--- config.mk ---
export PLATFORM = sky130hd
export DESIGN_NAME = reflex_ctrl
export DESIGN_NICKNAME = d
export VERILOG_FILES = /design/src/rtl/reflex_pkg.sv /design/src/rtl/ms_tick.sv /design/src/rtl/reflex_ctrl.sv
export SDC_FILE = /design/constraint.sdc
export NUM_CORES = 1
export LEC_CHECK = 0
export CORE_ASPECT_RATIO = 1.25
export CORE_UTILIZATION = 25
export DETAILED_ROUTE_END_ITERATION = 10
export MAX_ROUTING_LAYER = met4
export PLACE_DENSITY = 0.41
export SKIP_CTS_REPAIR_TIMING = 1
export SLEW_MARGIN = 5
export SYNTH_ARGS = -nofsm -noshare
export SYNTH_HDL_FRONTEND = slang
export SYNTH_SLANG_ARGS = --single-unit
--- constraint.sdc ---
create_clock -name ck -period 5.37 [get_ports ck]
set_clock_uncertainty 0.05 [all_clocks]
set_input_delay 0.537 -clock ck [delete_from_list [all_inputs] [get_ports ck]]
set_output_delay 0.537 -clock ck [all_outputs]
set_load 0.02 [all_outputs]
--- src/rtl/reflex_pkg.sv ---
// ---------------------------------------------------------------------------
// reflex_pkg
//
// Shared definitions for the reflex trial controller:
//   - state_e        : trial FSM states, 3-bit encoding
//   - CLK_PER_MS_DEF : default clocks per millisecond (100 MHz board clock)
//   - MAX_MS_DEF     : default saturation limit of the reaction count
//   - RESULT_W       : width of the reaction-time result (fits 0..9999)
// ---------------------------------------------------------------------------
package reflex_pkg;

    localparam int CLK_PER_MS_DEF = 100_000;
    localparam int MAX_MS_DEF     = 9999;
    localparam int RESULT_W       = 14;

    typedef enum logic [2:0] {
        S_IDLE  = 3'd0,
        S_WAIT  = 3'd1,
        S_GO    = 3'd2,
        S_DONE  = 3'd3,
        S_EARLY = 3'd4
    } state_e;

endpackage : reflex_pkg

--- src/rtl/ms_tick.sv ---
// ---------------------------------------------------------------------------
// ms_tick
//
// Millisecond prescaler. Counts enabled cycles 0..CLK_PER_MS-1 and emits a
// one-cycle tick on the last count, so a tick appears once every CLK_PER_MS
// enabled cycles. Dropping en returns the count to 0, so every enable window
// starts a fresh millisecond.
//
// Ports:
//   ck    in  1 : clock, rising edge
//   reset in  1 : asynchronous, active-high
//   en    in  1 : count enable; low forces the count back to 0
//   tick  out 1 : one-cycle pulse at the end of each millisecond
// ---------------------------------------------------------------------------
module ms_tick
    import reflex_pkg::*;
#(
    parameter int CLK_PER_MS = CLK_PER_MS_DEF
) (
    input  logic ck,
    input  logic reset,
    input  logic en,
    output logic tick
);

    // A one-cycle millisecond still needs a 1-bit counter to stay legal.
    localparam int PW = (CLK_PER_MS > 1) ? $clog2(CLK_PER_MS) : 1;
    localparam logic [PW-1:0] LAST = PW'(CLK_PER_MS - 1);

    logic [PW-1:0] cnt_q;
    logic [PW-1:0] cnt_d;

    always_comb begin
        cnt_d = cnt_q;
        if (!en) begin
            cnt_d = '0;
        end else if (cnt_q == LAST) begin
            cnt_d = '0;
        end else begin
            cnt_d = cnt_q + PW'(1);
        end
    end

    always_ff @(posedge ck or posedge reset) begin
        if (reset) begin
            cnt_q <= '0;
        end else begin
            cnt_q <= cnt_d;
        end
    end

    // Decoded from the registered count: the tick is the last cycle of the
    // millisecond, and the consumer acts on it at the following edge.
    assign tick = en && (cnt_q == LAST);

endmodule : ms_tick

--- src/rtl/reflex_ctrl.sv ---
// ---------------------------------------------------------------------------
// reflex_ctrl
//
// Trial controller for the reflex-measurement design. Releases the external
// 5 s delay counter (clear low) while waiting, lights the go LED on its hit
// pulse, then times the player's stop press in milliseconds. The outcome is
// presented as a held result with valid, early or timeout flags until the
// next start.
//
// Ports:
//   ck        in  1        : clock, rising edge
//   reset     in  1        : asynchronous, active-high
//   start     in  1        : one-cycle pulse, begins a trial
//   stop      in  1        : one-cycle pulse, player's reaction button
//   hit       in  1        : one-cycle pulse, end of the 5 s delay
//   clear     out 1        : holds the delay counter at zero while high
//   led       out 1        : go indicator
//   result    out RESULT_W : reaction time in ms, meaningful while valid
//   valid     out 1        : result holds a completed measurement
//   early     out 1        : stop was pressed before the LED came on
//   timeout   out 1        : no stop arrived before MAX_MS
//   dbg_state out 3        : current FSM state, for observation only
//
// Handshake: start, stop and hit are single-cycle strobes sampled on the
// rising edge; there is no back-pressure. Outputs are either registered or
// decoded from the state register, so they move only on a clock edge (or
// immediately on reset).
// ---------------------------------------------------------------------------
module reflex_ctrl
    import reflex_pkg::*;
#(
    parameter int CLK_PER_MS = CLK_PER_MS_DEF,
    // Must fit in RESULT_W bits.
    parameter int MAX_MS     = MAX_MS_DEF
) (
    input  logic                ck,
    input  logic                reset,
    input  logic                start,
    input  logic                stop,
    input  logic                hit,
    output logic                clear,
    output logic                led,
    output logic [RESULT_W-1:0] result,
    output logic                valid,
    output logic                early,
    output logic                timeout,
    output state_e              dbg_state
);

    localparam logic [RESULT_W-1:0] MAX_CNT = RESULT_W'(MAX_MS);

    state_e              state_q;
    state_e              state_d;
    logic [RESULT_W-1:0] ms_q;
    logic [RESULT_W-1:0] ms_d;
    logic [RESULT_W-1:0] result_q;
    logic [RESULT_W-1:0] result_d;
    logic                timeout_q;
    logic                timeout_d;
    logic                tick;
    logic                tick_en;

    // The prescaler only runs while the LED is lit; it is held at 0 in every
    // other state, so GO always starts on a millisecond boundary.
    assign tick_en = (state_q == S_GO);

    ms_tick #(
        .CLK_PER_MS (CLK_PER_MS)
    ) u_ms_tick (
        .ck    (ck),
        .reset (reset),
        .en    (tick_en),
        .tick  (tick)
    );

    // -----------------------------------------------------------------------
    // Next-state and datapath decode
    // -----------------------------------------------------------------------
    always_comb begin
        state_d   = state_q;
        ms_d      = ms_q;
        result_d  = result_q;
        timeout_d = timeout_q;

        unique case (state_q)
            S_IDLE: begin
                if (start) begin
                    state_d = S_WAIT;
                end
            end

            S_WAIT: begin
                // stop has priority over a coincident hit: the player moved
                // before the LED could have been seen.
                if (stop) begin
                    state_d = S_EARLY;
                end else if (hit) begin
                    state_d = S_GO;
                end
            end

            S_GO: begin
                if (stop) begin
                    // The current count is captured; a tick landing in the
                    // same cycle is dropped, which bounds error to 1 ms.
                    state_d  = S_DONE;
                    result_d = ms_q;
                end else if (ms_q == MAX_CNT) begin
                    state_d   = S_DONE;
                    result_d  = MAX_CNT;
                    timeout_d = 1'b1;
                end else if (tick) begin
                    ms_d = ms_q + RESULT_W'(1);
                end
            end

            S_DONE: begin
                if (start) begin
                    state_d   = S_WAIT;
                    result_d  = '0;
                    timeout_d = 1'b0;
                end
            end

            S_EARLY: begin
                if (start) begin
                    state_d = S_WAIT;
                end
            end

            default: begin
                state_d = S_IDLE;
            end
        endcase

        // The ms counter only carries meaning inside GO; zeroing it
        // everywhere else makes GO entry start from 0 without a special case.
        if (state_d != S_GO) begin
            ms_d = '0;
        end
    end

    // -----------------------------------------------------------------------
    // State and output registers
    // -----------------------------------------------------------------------
    always_ff @(posedge ck or posedge reset) begin
        if (reset) begin
            state_q   <= S_IDLE;
            ms_q      <= '0;
            result_q  <= '0;
            timeout_q <= 1'b0;
        end else begin
            state_q   <= state_d;
            ms_q      <= ms_d;
            result_q  <= result_d;
            timeout_q <= timeout_d;
        end
    end

    // -----------------------------------------------------------------------
    // Moore outputs. led falls on exactly the edge that enters DONE or
    // EARLY, i.e. the same edge that raises valid/early/timeout.
    // -----------------------------------------------------------------------
    assign clear     = (state_q != S_WAIT);
    assign led       = (state_q == S_GO);
    assign valid     = (state_q == S_DONE);
    assign early     = (state_q == S_EARLY);
    assign result    = result_q;
    assign timeout   = timeout_q;
    assign dbg_state = state_q;

endmodule : reflex_ctrl

==> results.toml <==
[status]
outcome = "finished, final reports clean"

[synth]
synthArstFlopShare_pct = 100
yosysMostFrequentCell = "sky130_fd_sc_hd__dfrtp_1"
synth-warning-count = 0
synth-simple-area-share_pct = 25.9
synth-compound-area-share_pct = 13.6
synthXorXnorAreaFrac_pct = 5.08
yosys.cell_types.count = 36
post-synth-top-area-fraction_pct = 50.8
synthesis.area_sq_um = 2410
total_nets_after_synthesis = 254
synth-edff-count = 0
postSynthRegisterBits = 49
synth.top_cells.by_area = "sky130_fd_sc_hd__dfrtp_1 51%, sky130_fd_sc_hd__nor2_1 4.4%, sky130_fd_sc_hd__o31ai_1 4.0%"
yosys_most_used_dff = "sky130_fd_sc_hd__dfrtp_1"
combinational_family_with_the_most_area_after_synthesis = "simple AND/OR/NAND/NOR gates"
ys_top_cells_by_count = "49 x sky130_fd_sc_hd__dfrtp_1, 28 x sky130_fd_sc_hd__nor2_1, 22 x sky130_fd_sc_hd__nand2_1, 17 x sky130_fd_sc_hd__a21oi_1"
post_synth_mux_area_share_pct = 0.415
synth.avg_cell_area_sq_um = 9.78
post_synth_inst_count = 247
synth_area_in_adders_pct = 1.04
synth_sequential_area_ratio_pct = 50.8
synth.largest_area_cell = "sky130_fd_sc_hd__dfrtp_1"

[place]
placement.io_buffers = 26
globalplace.congestion = 0.723
placed_area_sq_um = 2800
dpl.hpwl_mm = 4.01

[worst_setup_path]
slowest_delay_ns = 0.68
worst-path-max-fanout = 17
timing.critical_path.from_type = "flip-flop"
worst_setup_path_end_kind = "output port"
worst-endpoint-arrival_ns = 2.08
critPathLaunch = "dbg_state[0]"
regToRegStartpoint = "ms_q[0]"
crit_slowest_cell = "sky130_fd_sc_hd__clkdlybuf4s50_1"
timing_worst_setup_path_type = "flip-flop to output port"
crit_path_cell_chain = "and2_1 > clkdlybuf4s50_1"
setup.reg_to_reg.worst_slack_ns = 2.91
cp.required_ns = 4.78

[drt]
drt_iter0_drc = 43
finalWirelength_mm = 5.66
route.detailed.vias_per_inst = 4.83
postRouteAntennaNets = 0
via_count = 1909
firstDrtPassIters = 4
drcViolationCount = 0
detail_route.wl_per_cell_um = 14.3

[cells_and_area]
antenna_cells = 0
drive_gt1_share_pct = 6.99
final_instance_area_sq_um = 2940
num-nets-final = 278
area_growth_syn_to_layout_pct = 21.8
fill_cells = 1001

[clock_network]
num_cts_buffers = 5
source_to_sink_clock_delay_at_the_later_pin_of_the_worst_skew_pair_ns = 0.28
cts_num_sinks = 49
cts.root.buffer_cell = "sky130_fd_sc_hd__clkbuf_16"
tritoncts = "done"
clockBufferDepth = 2
htreeDepth = 2
clk_pin_slew_ns = 0.07

[timing]
layout_min_cycle_time_ns = 2.66
timing.max_slew.rel_slack_pct = 49.1
setup_tns_ns = 0
setup_viol_count_final = 0
fmax_ghz = 0.375
hold_viol_final = 0
worstMarginPinSlew_ns = 0.758
grt_setup_unrepaired = "no"
report.final.slew_viol_count = 0
fin_crit_sh_pct = 49.6

[die]
start_util_pct = 26.0
die_span_in_x_um = 89.9
die_h_um = 112
floorplan.rows = 39
io_pins = 27
die_area_sq_um = 10100
design.core.area_sq_um = 9270

[power_and_ir_drop]
vdd.ir_drop.worst_v = 0.000113
power.density_cell_area_nw_per_um2 = 374
static-leakage-power_nw = 1.15

[hold_path]
hold_path_startpoint = "result[1]"
min_path_type = "flip-flop to flip-flop"

[global_route]
grt_use_total_pct = 12.3
grt_max_degree = 50
antenna_found_initial = 0
grt_pass1_vias = 1906
grt_pass1_wl_mm = 9.69
grt_residual_overflow = 0

[flow_run]
maximum_capacitance_violations = 0
==> placed cells by master (no fill, tap or decap), types with 2 or more instances in the layout <==
master,n
sky130_fd_sc_hd__a22o_1,6
sky130_fd_sc_hd__nor2_1,28
sky130_fd_sc_hd__clkbuf_16,5
sky130_fd_sc_hd__buf_4,2
sky130_fd_sc_hd__inv_1,6
sky130_fd_sc_hd__xnor2_1,3
sky130_fd_sc_hd__ha_1,2
sky130_fd_sc_hd__clkinvlp_4,2
sky130_fd_sc_hd__or3_1,10
sky130_fd_sc_hd__dfrtp_1,49
sky130_fd_sc_hd__nand2_1,22
sky130_fd_sc_hd__a31oi_1,3
sky130_fd_sc_hd__and3_1,4
sky130_fd_sc_hd__nor3_1,5
sky130_fd_sc_hd__a21oi_1,17
sky130_fd_sc_hd__and2_1,4
sky130_fd_sc_hd__and4_4,2
sky130_fd_sc_hd__nand3_1,10
sky130_fd_sc_hd__o21ai_0,13
sky130_fd_sc_hd__or4_1,4
sky130_fd_sc_hd__and4bb_2,2
sky130_fd_sc_hd__clkdlybuf4s50_1,26
sky130_fd_sc_hd__nand2b_1,2
sky130_fd_sc_hd__o31ai_1,12
sky130_fd_sc_hd__xor2_1,11
sky130_fd_sc_hd__and4_1,4
sky130_fd_sc_hd__nand4_1,5
==> layout make-up <==
class	count	area [sq um]	share of cell area [%]
clock inverter	2	15.0	0.510
timing repair buffer	28	275	9.36
multi-input combinational	180	1120	37.9
inverter	7	26.3	0.893
sequential	49	1230	41.7
tap	123	154	5.23
clock buffer	6	129	4.38
==> worst max-delay path: cells and delay by family, from the launching register on <==
| kind | cells | cell delay [ns] |
|---|---|---|
| buf+inv | 1 | 0.68 |
| flops | 1 | 0.67 |
| simple gates | 1 | 0.44 |
==> final timing paths <==
check,end,cells past startpoint
min in group asynchronous,u_ms_tick.cnt_q[13],3
min reg2reg,result[1],2
max in group asynchronous,ms_q[9],3
max reg2reg,ms_q[7],6
max,valid,2
min,result[1],2
==> sequential cells by signal, indices dropped and copies added (netlist names) <==
name / flops
dbg_state: 3
result: 14
u_ms_tick.cnt_q: 17
ms_q: 14
timeout: 1
==> power by group <==
part | switching (mW) | total [mW] | internal, mW
clock network | 0.138 | 0.311 | 0.173
registers | 0.0547 | 0.465 | 0.410
logic | 0.193 | 0.325 | 0.131
total | 0.386 | 1.10 | 0.714
==> per-stage QoR <==
step / hold WS, ns / power (mW) / setup slack [ns] / cells / util (%)
floorplan: 0.426 / 0.658 / 3.24 / 247 / -
global placement: 0.416 / 0.808 / 2.66 / 387 / 30.2
detailed placement: 0.424 / 0.806 / 2.57 / 387 / 30.2
CTS: 0.440 / 1.12 / 2.67 / 395 / 31.7
global route: 0.481 / 1.16 / 2.60 / 395 / 31.7
finish: 0.432 / 1.10 / 2.71 / 395 / 31.7
==> kinds of logic after synthesis <==
kind of cell / after synthesis
simple gates: 110
compound gates: 53
flops: 49
buf+inv: 18
xor+xnor: 14
fa+ha+maj: 2
mux: 1
==> layer usage <==
layer  vias up  part of all wire [%]  track usage, %
met5         -                     0               -
met4         0                  0.99            4.30
met3         4                   1.6            1.91
met2        17                    52            20.8
met1       957                    45            14.8
li1        931                     -               -
Power figures use the tool's default switching activity.
